--- src/rtl/gesture_vote_filter_if.sv ---
// rtl/gesture_vote_filter_if.sv - classifier sample and confirmation signal bundle
interface gesture_vote_filter_if #(
  parameter int CLASS_W      = 2,
  parameter int ACC_SUM_BITS = 18
);
  logic [CLASS_W-1:0]      class_gesture;
  logic                    class_valid;
  logic                    class_pass;
  logic [ACC_SUM_BITS-1:0] abs_delta_x;
  logic [ACC_SUM_BITS-1:0] abs_delta_y;
  logic [CLASS_W-1:0]      gesture;
  logic                    gesture_valid;
  logic [3:0]              gesture_confidence;
  logic                    suppressed;
  logic [1:0]              debug_state;
  logic [3:0]              debug_match_count;

  modport master (
    output class_gesture, class_valid, class_pass, abs_delta_x, abs_delta_y,
    input  gesture, gesture_valid, gesture_confidence, suppressed,
           debug_state, debug_match_count
  );

  modport slave (
    input  class_gesture, class_valid, class_pass, abs_delta_x, abs_delta_y,
    output gesture, gesture_valid, gesture_confidence, suppressed,
           debug_state, debug_match_count
  );
endinterface

--- src/rtl/gesture_vote_filter.sv ---
// rtl/gesture_vote_filter.sv - persistence vote, timeout and cooldown filter for gesture classes
module gesture_vote_filter #(
  parameter int NUM_CLASSES       = 4,
  parameter int CLASS_W           = 2,
  parameter int ACC_SUM_BITS      = 18,
  parameter int PERSISTENCE_COUNT = 2,
  parameter int COOLDOWN_CYCLES   = 64,
  parameter int TIMEOUT_CYCLES    = 1024,
  parameter int CONF_SHIFT        = 4
) (
  input  logic                 clk,
  input  logic                 rst,
  gesture_vote_filter_if.slave bus
);
  typedef enum logic [1:0] {IDLE = 2'd0, TRACKING = 2'd1, COOLDOWN = 2'd2} state_t;

  localparam int TMR_W = $clog2(TIMEOUT_CYCLES);
  localparam int CD_W  = (COOLDOWN_CYCLES > 1) ? $clog2(COOLDOWN_CYCLES) : 1;
  localparam logic [TMR_W-1:0]   TMR_LAST  = TMR_W'(TIMEOUT_CYCLES - 1);
  localparam logic [CD_W-1:0]    CD_LAST   = CD_W'((COOLDOWN_CYCLES > 0) ? COOLDOWN_CYCLES - 1 : 0);
  localparam logic [3:0]         PERSIST   = 4'(PERSISTENCE_COUNT);
  localparam logic [CLASS_W:0]   NUM_CLS_V = (CLASS_W + 1)'(NUM_CLASSES);

  state_t               state, state_n;
  logic [CLASS_W-1:0]   candidate, candidate_n;
  logic [3:0]           match_count, match_n;
  logic [TMR_W-1:0]     timer, timer_n;
  logic [CD_W-1:0]      cd_cnt, cd_n;
  logic [CLASS_W-1:0]   gesture_r, gesture_n;
  logic [3:0]           conf_r, conf_n;
  logic                 gv_r, gv_n;
  logic                 sup_r, sup_n;
  logic                 accepted;
  logic                 do_confirm;

  logic [ACC_SUM_BITS-1:0] dom, dom_shift;
  logic [3:0]              conf_calc;

  // A tie between the axes deliberately selects y.
  assign dom       = (bus.abs_delta_x > bus.abs_delta_y) ? bus.abs_delta_x : bus.abs_delta_y;
  assign dom_shift = dom >> CONF_SHIFT;
  assign conf_calc = (dom_shift > ACC_SUM_BITS'(15)) ? 4'd15 : dom_shift[3:0];
  assign accepted  = bus.class_valid && bus.class_pass &&
                     ({1'b0, bus.class_gesture} < NUM_CLS_V);

  always_comb begin
    state_n     = state;
    candidate_n = candidate;
    match_n     = match_count;
    timer_n     = timer;
    cd_n        = cd_cnt;
    gesture_n   = gesture_r;
    conf_n      = conf_r;
    gv_n        = 1'b0;
    sup_n       = 1'b0;
    do_confirm  = 1'b0;
    case (state)
      IDLE: begin
        if (accepted) begin
          candidate_n = bus.class_gesture;
          match_n     = 4'd1;
          timer_n     = '0;
          state_n     = TRACKING;
          do_confirm  = (PERSIST == 4'd1);
        end
      end
      TRACKING: begin
        if (bus.class_valid) begin
          timer_n = '0;
          if (!accepted) begin
            match_n = 4'd0;
            state_n = IDLE;
          end else if (bus.class_gesture == candidate) begin
            match_n    = match_count + 4'd1;
            do_confirm = (match_n == PERSIST);
          end else begin
            candidate_n = bus.class_gesture;
            match_n     = 4'd1;
            do_confirm  = (PERSIST == 4'd1);
          end
        end else if (timer == TMR_LAST) begin
          timer_n = '0;
          match_n = 4'd0;
          state_n = IDLE;
        end else begin
          timer_n = timer + 1'b1;
        end
      end
      COOLDOWN: begin
        sup_n = bus.class_valid;
        if (cd_cnt == CD_LAST) begin
          cd_n    = '0;
          state_n = IDLE;
        end else begin
          cd_n = cd_cnt + 1'b1;
        end
      end
      default: state_n = IDLE;
    endcase
    if (do_confirm) begin
      gv_n      = 1'b1;
      gesture_n = candidate_n;
      conf_n    = conf_calc;
      match_n   = 4'd0;
      timer_n   = '0;
      cd_n      = '0;
      state_n   = (COOLDOWN_CYCLES == 0) ? IDLE : COOLDOWN;
    end
  end

  always_ff @(posedge clk) begin
    if (rst) begin
      state       <= IDLE;
      candidate   <= '0;
      match_count <= 4'd0;
      timer       <= '0;
      cd_cnt      <= '0;
      gesture_r   <= '0;
      conf_r      <= 4'd0;
      gv_r        <= 1'b0;
      sup_r       <= 1'b0;
    end else begin
      state       <= state_n;
      candidate   <= candidate_n;
      match_count <= match_n;
      timer       <= timer_n;
      cd_cnt      <= cd_n;
      gesture_r   <= gesture_n;
      conf_r      <= conf_n;
      gv_r        <= gv_n;
      sup_r       <= sup_n;
    end
  end

  assign bus.gesture            = gesture_r;
  assign bus.gesture_valid      = gv_r;
  assign bus.gesture_confidence = conf_r;
  assign bus.suppressed         = sup_r;
  assign bus.debug_state        = state;
  assign bus.debug_match_count  = match_count;
endmodule

--- src/flat_wrapper.sv ---
// flat-port wrapper written by rule: the top's interface ports become plain ports
module gesture_vote_filter_flat 
#(
  parameter int NUM_CLASSES       = 4,
  parameter int CLASS_W           = 2,
  parameter int ACC_SUM_BITS      = 18,
  parameter int PERSISTENCE_COUNT = 2,
  parameter int COOLDOWN_CYCLES   = 64,
  parameter int TIMEOUT_CYCLES    = 1024,
  parameter int CONF_SHIFT        = 4
)
  (clk, rst, bus_class_gesture, bus_class_valid, bus_class_pass, bus_abs_delta_x, bus_abs_delta_y, bus_gesture, bus_gesture_valid, bus_gesture_confidence, bus_suppressed, bus_debug_state, bus_debug_match_count);
  gesture_vote_filter_if #(.CLASS_W(CLASS_W), .ACC_SUM_BITS(ACC_SUM_BITS)) bus_i ();
  input  logic clk;
  input  logic rst;
  input wire logic [$bits(bus_i.class_gesture)-1:0] bus_class_gesture;
  input wire logic [$bits(bus_i.class_valid)-1:0] bus_class_valid;
  input wire logic [$bits(bus_i.class_pass)-1:0] bus_class_pass;
  input wire logic [$bits(bus_i.abs_delta_x)-1:0] bus_abs_delta_x;
  input wire logic [$bits(bus_i.abs_delta_y)-1:0] bus_abs_delta_y;
  output wire logic [$bits(bus_i.gesture)-1:0] bus_gesture;
  output wire logic [$bits(bus_i.gesture_valid)-1:0] bus_gesture_valid;
  output wire logic [$bits(bus_i.gesture_confidence)-1:0] bus_gesture_confidence;
  output wire logic [$bits(bus_i.suppressed)-1:0] bus_suppressed;
  output wire logic [$bits(bus_i.debug_state)-1:0] bus_debug_state;
  output wire logic [$bits(bus_i.debug_match_count)-1:0] bus_debug_match_count;
  assign bus_i.class_gesture = bus_class_gesture;
  assign bus_i.class_valid = bus_class_valid;
  assign bus_i.class_pass = bus_class_pass;
  assign bus_i.abs_delta_x = bus_abs_delta_x;
  assign bus_i.abs_delta_y = bus_abs_delta_y;
  assign bus_gesture = bus_i.gesture;
  assign bus_gesture_valid = bus_i.gesture_valid;
  assign bus_gesture_confidence = bus_i.gesture_confidence;
  assign bus_suppressed = bus_i.suppressed;
  assign bus_debug_state = bus_i.debug_state;
  assign bus_debug_match_count = bus_i.debug_match_count;
  gesture_vote_filter #(.NUM_CLASSES(NUM_CLASSES), .CLASS_W(CLASS_W), .ACC_SUM_BITS(ACC_SUM_BITS), .PERSISTENCE_COUNT(PERSISTENCE_COUNT), .COOLDOWN_CYCLES(COOLDOWN_CYCLES), .TIMEOUT_CYCLES(TIMEOUT_CYCLES), .CONF_SHIFT(CONF_SHIFT)) u_core (.clk(clk), .rst(rst), .bus(bus_i));
endmodule
--- config.mk ---
export PLATFORM = sky130hd
export DESIGN_NAME = gesture_vote_filter_flat
export DESIGN_NICKNAME = d
export VERILOG_FILES = /design/src/rtl/gesture_vote_filter_if.sv /design/src/rtl/gesture_vote_filter.sv /design/src/flat_wrapper.sv
export SDC_FILE = /design/constraint.sdc
export NUM_CORES = 1
export LEC_CHECK = 0
export ABC_AREA = 1
export CAP_MARGIN = 20
export CELL_PAD_IN_SITES_DETAIL_PLACEMENT = 1
export CELL_PAD_IN_SITES_GLOBAL_PLACEMENT = 2
export CORE_MARGIN = 8
export CORE_UTILIZATION = 28
export CTS_CLUSTER_DIAMETER = 50
export DETAILED_ROUTE_END_ITERATION = 6
export MAX_ROUTING_LAYER = met4
export PLACE_DENSITY_LB_ADDON = 0.1
export SETUP_SLACK_MARGIN = 0.15
export SYNTH_ARGS = -nofsm -noshare
export SYNTH_HDL_FRONTEND = slang
export SYNTH_SLANG_ARGS = --single-unit
--- constraint.sdc ---
create_clock -name clk -period 3.33 [get_ports clk]
set_input_delay 0.666 -clock clk [delete_from_list [all_inputs] [get_ports clk]]
set_output_delay 0.666 -clock clk [all_outputs]
set_load 0.01 [all_outputs]
* Word level (Yosys, flattened, before mapping)
Cells that the tools add are included.
Widths: inputs -> output; s select.
** Storage, ports and cells
- Word-level logic and storage cells :: 69
- Flip-flop bits (word level) :: 32
- Output and inout port bits :: 14
- Bits of input ports :: 42
** Operators by class
- $add $sub $neg :: 3
- Reduce and logical (&&, ||, !) cells :: 9
- Bitwise operators :: 1
- Magnitude comparators :: 2
- Equal/unequal tests :: 14
- Muxes and demuxes :: 30
** Operators by type and width (number)
- $mux 10 :: 3
- $mux 4 :: 6
- $mux 2 :: 10
- $pmux 10 s2 :: 1
- $gt 18x18->1 :: 1
- $mux 18 :: 1
- $gt 14x4->1 const B :: 1
- $add 10x1->10 const B :: 1
- $eq 10x10->1 const B :: 1
- $pmux 4 s2 :: 1
- $reduce_and 4->1 :: 2
- $add 6x1->6 const B :: 1
- $eq 6x6->1 const B :: 1
- $mux 6 :: 1
- $ne 3x1->1 const B :: 2
- $pmux 2 s3 :: 1
- $mux 1 :: 5
- $add 4x1->4 const B :: 1
- $eq 4x2->1 const B :: 1
- $ne 2x1->1 const B :: 2
- $ne 4x2->1 const B :: 1
- $ne 4x4->1 const B :: 1
- $pmux 2 s2 :: 1
- $reduce_or 2->1 :: 2
- 11 further kinds :: 11

* Depth between registers and ports, before layout
- Depth in word-level cells :: 8
- Mapped depth :: 17
- Depth with buffers taken out :: 17

* Worst setup path before layout
No wires, ideal clock.
- Path type :: input to register
- Start :: input port bus_abs_delta_y[17]
- End :: register u_core.conf_r[0] (netlist: u_core.bus.gesture_confidence[0])
- Path buffers :: 0
- Arrival :: 1.928 ns
- Cell stages on the path :: 15
- Setup time :: 0.112 ns
- Path slack :: 1.290 ns
- Required time :: 3.218 ns
- Cell sequence :: inv_1 -> ha_1 -> nand2_1 -> nor2_1 -> nand2_1 -> nor2_2 -> o21ai_1 -> nand3_2 -> nand2_2 -> nand2_1 -> nand2_1 -> inv_2 -> nand2_1 -> nand2_1 -> nand2_1
** Between the ends
- Word-level cells in the longest chain between the ends :: 4
** Ends and longest elaborated chain
- start: declaration :: line flat_wrapper.sv:20 : input wire logic [$bits(bus_i.abs_delta_y)-1:0] bus_abs_delta_y;
- $gt 18x18->1 :: line gesture_vote_filter.sv:40 : assign dom = (bus.abs_delta_x > bus.abs_delta_y) ? bus.abs_delta_x : bus.abs_delta_y;
- $mux 18 (*) :: line gesture_vote_filter.sv:40
- $gt 14x4->1 :: line gesture_vote_filter.sv:42 : assign conf_calc = (dom_shift > ACC_SUM_BITS'(15)) ? 4'd15 : dom_shift[3:0];
- $mux 4 (*) :: line gesture_vote_filter.sv:42
- end signal: assignment :: line gesture_vote_filter.sv:129 : conf_r <= conf_n;
- end: declaration :: line gesture_vote_filter.sv:30 : logic [3:0] conf_r, conf_n;
Mark *: on every way between the ends. The rest lies on a longest branch, timed or not.
A chain may end at the register's enable or synchronous reset.

* Final worst setup path
- Start :: input port bus_abs_delta_y[17]
- End :: register u_core.conf_r[2] (netlist: u_core.bus.gesture_confidence[2])
The elaborated chain is that of the path after synthesis.

==> impl_metrics.ini <==
[outcome]
status = finished clean

[setup_path]
crit-reg2reg-capture = u_core.timer[0]
crit_end = u_core.bus.gesture_confidence[2]
cp_max_fo = 6
worstSetupPathType = in2reg
max_stage_delay_ns = 0.48
reg2reg_from = u_core.bus.debug_match_count[0]
crit_path_start = bus_abs_delta_y[17]
cp-start-kind = primary input
end_kind = register
cp_common_cell = nand2_1
path_cells = clkdlybuf4s50_1, inv_1, ha_1, nand2_1, nor2_1, nand2_1, nor2_2, o21ai_1, nand3_2, nand2_2, nand2_1, nand2_1, inv_2, nand2_1, nand2_1, nand2_1
r2r_slack_ns = 1.58
crit_slowest_cell = clkdlybuf4s50_1
critPathArrivalTime_ns = 2.68
worstPathRequired_ns = 3.50
rr_worst_depth = 8

[power_and_ir_drop]
max-vdd-ir-drop_mv = 0.1116
p_leak_nw = 1.273
p_seq_frac = 0.457
p_sw_uw = 238.4
combPwrFrac = 0.214
clock_power_share = 0.329
p_int_uw = 620.7
switching_share = 0.2775
pwr_density_cell_mw_per_mm2 = 301.7
total_power_uw = 859.2

[clock_network]
post_cts_resize_count = 0
clock_latency_ns = 0.28
clkTransAtPathRegs_ns = 0.06
cts_buffers = 5
ctsHtreeMaxLevel = 2
clock-sinks = 32
postCtsHoldBufs = 0
cts_tree = done
post_cts_buffers = 0
cts_max_path_buffers = 2
cts_root_buf = clkbuf_8

[timing]
fin_ws_ns = 0.8141
fin_setup_tns_ns = 0
drv_slew = 0
finalCritPeriodShare = 0.7555
rsz0062_at_grt = false
clock.fmax_ghz = 0.3975
fin_skew_ns = 0.01092
worst_pin_slew_ns = 0.3540
setup-violations-final = 0
worst_hold_slack_ns = 0.4565
slew_headroom = 0.7631
min_period_ns = 2.516
hold_viol_final = 0

[floorplanning]
die_area_mm2 = 0.01050
die_w_um = 102.5
dieHeight_um = 102.5
rows = 31
initial_core_util = 0.2886
core_area_mm2 = 0.007253
io_pins = 56

[global_routing]
antenna_found_initial = 0
grt_max_degree = 12
grt_remaining_overflow = 0
track_usage = 0.1173
grt_pass1_vias = 2148
grt_pass1_wl_mm = 9.549

[placement]
dpl_worst_slack_ns = 0.5229
placedCellCount = 452
hpwl_mm = 4.843
place_area_mm2 = 0.002770
port_buffers = 55
place_congestion = 0.7437

[synth]
synth_edf_count = 0
synth_cell_types = 34
synth_fp_nets = 362
ys_seq_area_frac = 0.3060
synth_area_leaders = dfxtp_1, nand2_1, ha_1
yosysTopAreaCell = dfxtp_1
synthArstFlopShare = 0
synthesis.instances = 298
yosys_warnings = 0
postSynthAreaPerCell_um2 = 7.024
syn-cell-area_mm2 = 0.002093
synth-seq-cells = 32
synth_ff_type = dfxtp_1
synth_top_area_frac = 0.3060

[drt]
dr.pass1.iters = 4
final_antenna_net_count = 0
avgViaCountPerCell = 4.394
drc = 0
wl_mm = 5.683
drt_iter0_markers = 41
num_vias = 2017
wire_per_inst_um = 12.38

[min_path]
hold_path_depth = 2
hp-class = reg2reg

[layout]
finalNonFillerCells = 459
area_growth_pct = 36.04
fin_nets = 424
fillCellCount = 932
fin_area_mm2 = 0.002848
drive_gt1_frac = 0.08611
diodes = 0
final_core_utilization = 0.3926

[job]
drv_cap = 0
==> cells in the mapped netlist, types with 3 or more instances <==
library cell,instances
a21oi_1,16
xnor2_1,4
nor2_1,35
nor4_1,4
nor3_1,6
nand3_1,10
inv_2,6
nand2_2,5
nand3_2,3
dfxtp_1,32
nand3b_1,5
inv_1,40
ha_1,22
xor2_1,7
nand2_1,79
==> kinds of logic after synthesis <==
family          share of synthesized area
simple gates                       0.3569
buf+inv                           0.08487
flops                              0.3060
compound gates                    0.06993
fa+ha+maj                          0.1315
xor+xnor                          0.04602
mux                              0.004782
==> state kept, by name, summed over array words and instances, names as in the netlist <==
name and flops:
u_core.candidate 2, u_core.timer 10, u_core.bus.gesture_confidence 4, u_core.bus.gesture 2, u_core.bus.gesture_valid 1, u_core.bus.suppressed 1, u_core.bus.debug_state 2, u_core.cd_cnt 6
u_core.bus.debug_match_count 4
==> layout by cell type, fill, tap and decap left out, drive strengths merged, types with 5 or more instances in the layout <==
master         count
nand3b             5
clkbuf             6
nor3               7
dfxtp             32
inv               46
nor4               5
a21oi             17
nand3             13
ha                22
nand2             85
nor2              38
clkdlybuf4s50     55
xor2               7
==> critical path: cells and delay by family <==
| kind | cells | cell delay [ns] |
|---|---|---|
| simple gates | 11 | 1.03 |
| buf+inv | 3 | 0.60 |
| fa+ha+maj | 1 | 0.30 |
| compound gates | 1 | 0.09 |
==> layer usage <==
metal	GRT usage	part of all wire	wire length [um]	vias to the layer above
li1	-	-	-	1069
met1	0.1471	0.50	2819	923
met2	0.1853	0.46	2623	23
met3	0.02589	0.036	203	2
met4	0.03047	0.0063	36	0
met5	-	0	0	-
==> how the worst min path moves through the flow <==
| stage | from | to | slack [ns] |
|---|---|---|---|
| global route | u_core.bus.gesture_confidence[0] | u_core.bus.gesture_confidence[0] | 0.48 |
| floorplan | u_core.cd_cnt[1] | u_core.cd_cnt[1] | 0.46 |
| global placement | u_core.bus.gesture_confidence[0] | u_core.bus.gesture_confidence[0] | 0.45 |
| CTS | u_core.bus.gesture_confidence[0] | u_core.bus.gesture_confidence[0] | 0.46 |
| finish | u_core.bus.gesture_confidence[0] | u_core.bus.gesture_confidence[0] | 0.46 |
| detailed placement | u_core.bus.gesture_confidence[0] | u_core.bus.gesture_confidence[0] | 0.44 |
==> power groups by stage <==
stage	registers (mW)	clock network [mW]	logic, mW
2_1_floorplan	0.402	0	0.0970
3_3_place_gp	0.402	0	0.184
3_5_place_dp	0.402	0	0.187
4_1_cts	0.393	0.296	0.188
5_1_grt	0.394	0.311	0.209
6_report	0.393	0.282	0.184
==> final cells by class <==
cell class / count / area [um2] / area share
sequential: 32 / 640.6 / 0.2250
clock inverter: 1 / 5.005 / 0.001757
inverter: 46 / 172.7 / 0.06063
clock buffer: 6 / 72.57 / 0.02548
timing repair buffer: 56 / 558.0 / 0.1960
tap: 99 / 123.9 / 0.04350
multi-input combinational: 219 / 1275 / 0.4477
No activity file was read; power rests on OpenSTA's default activity.
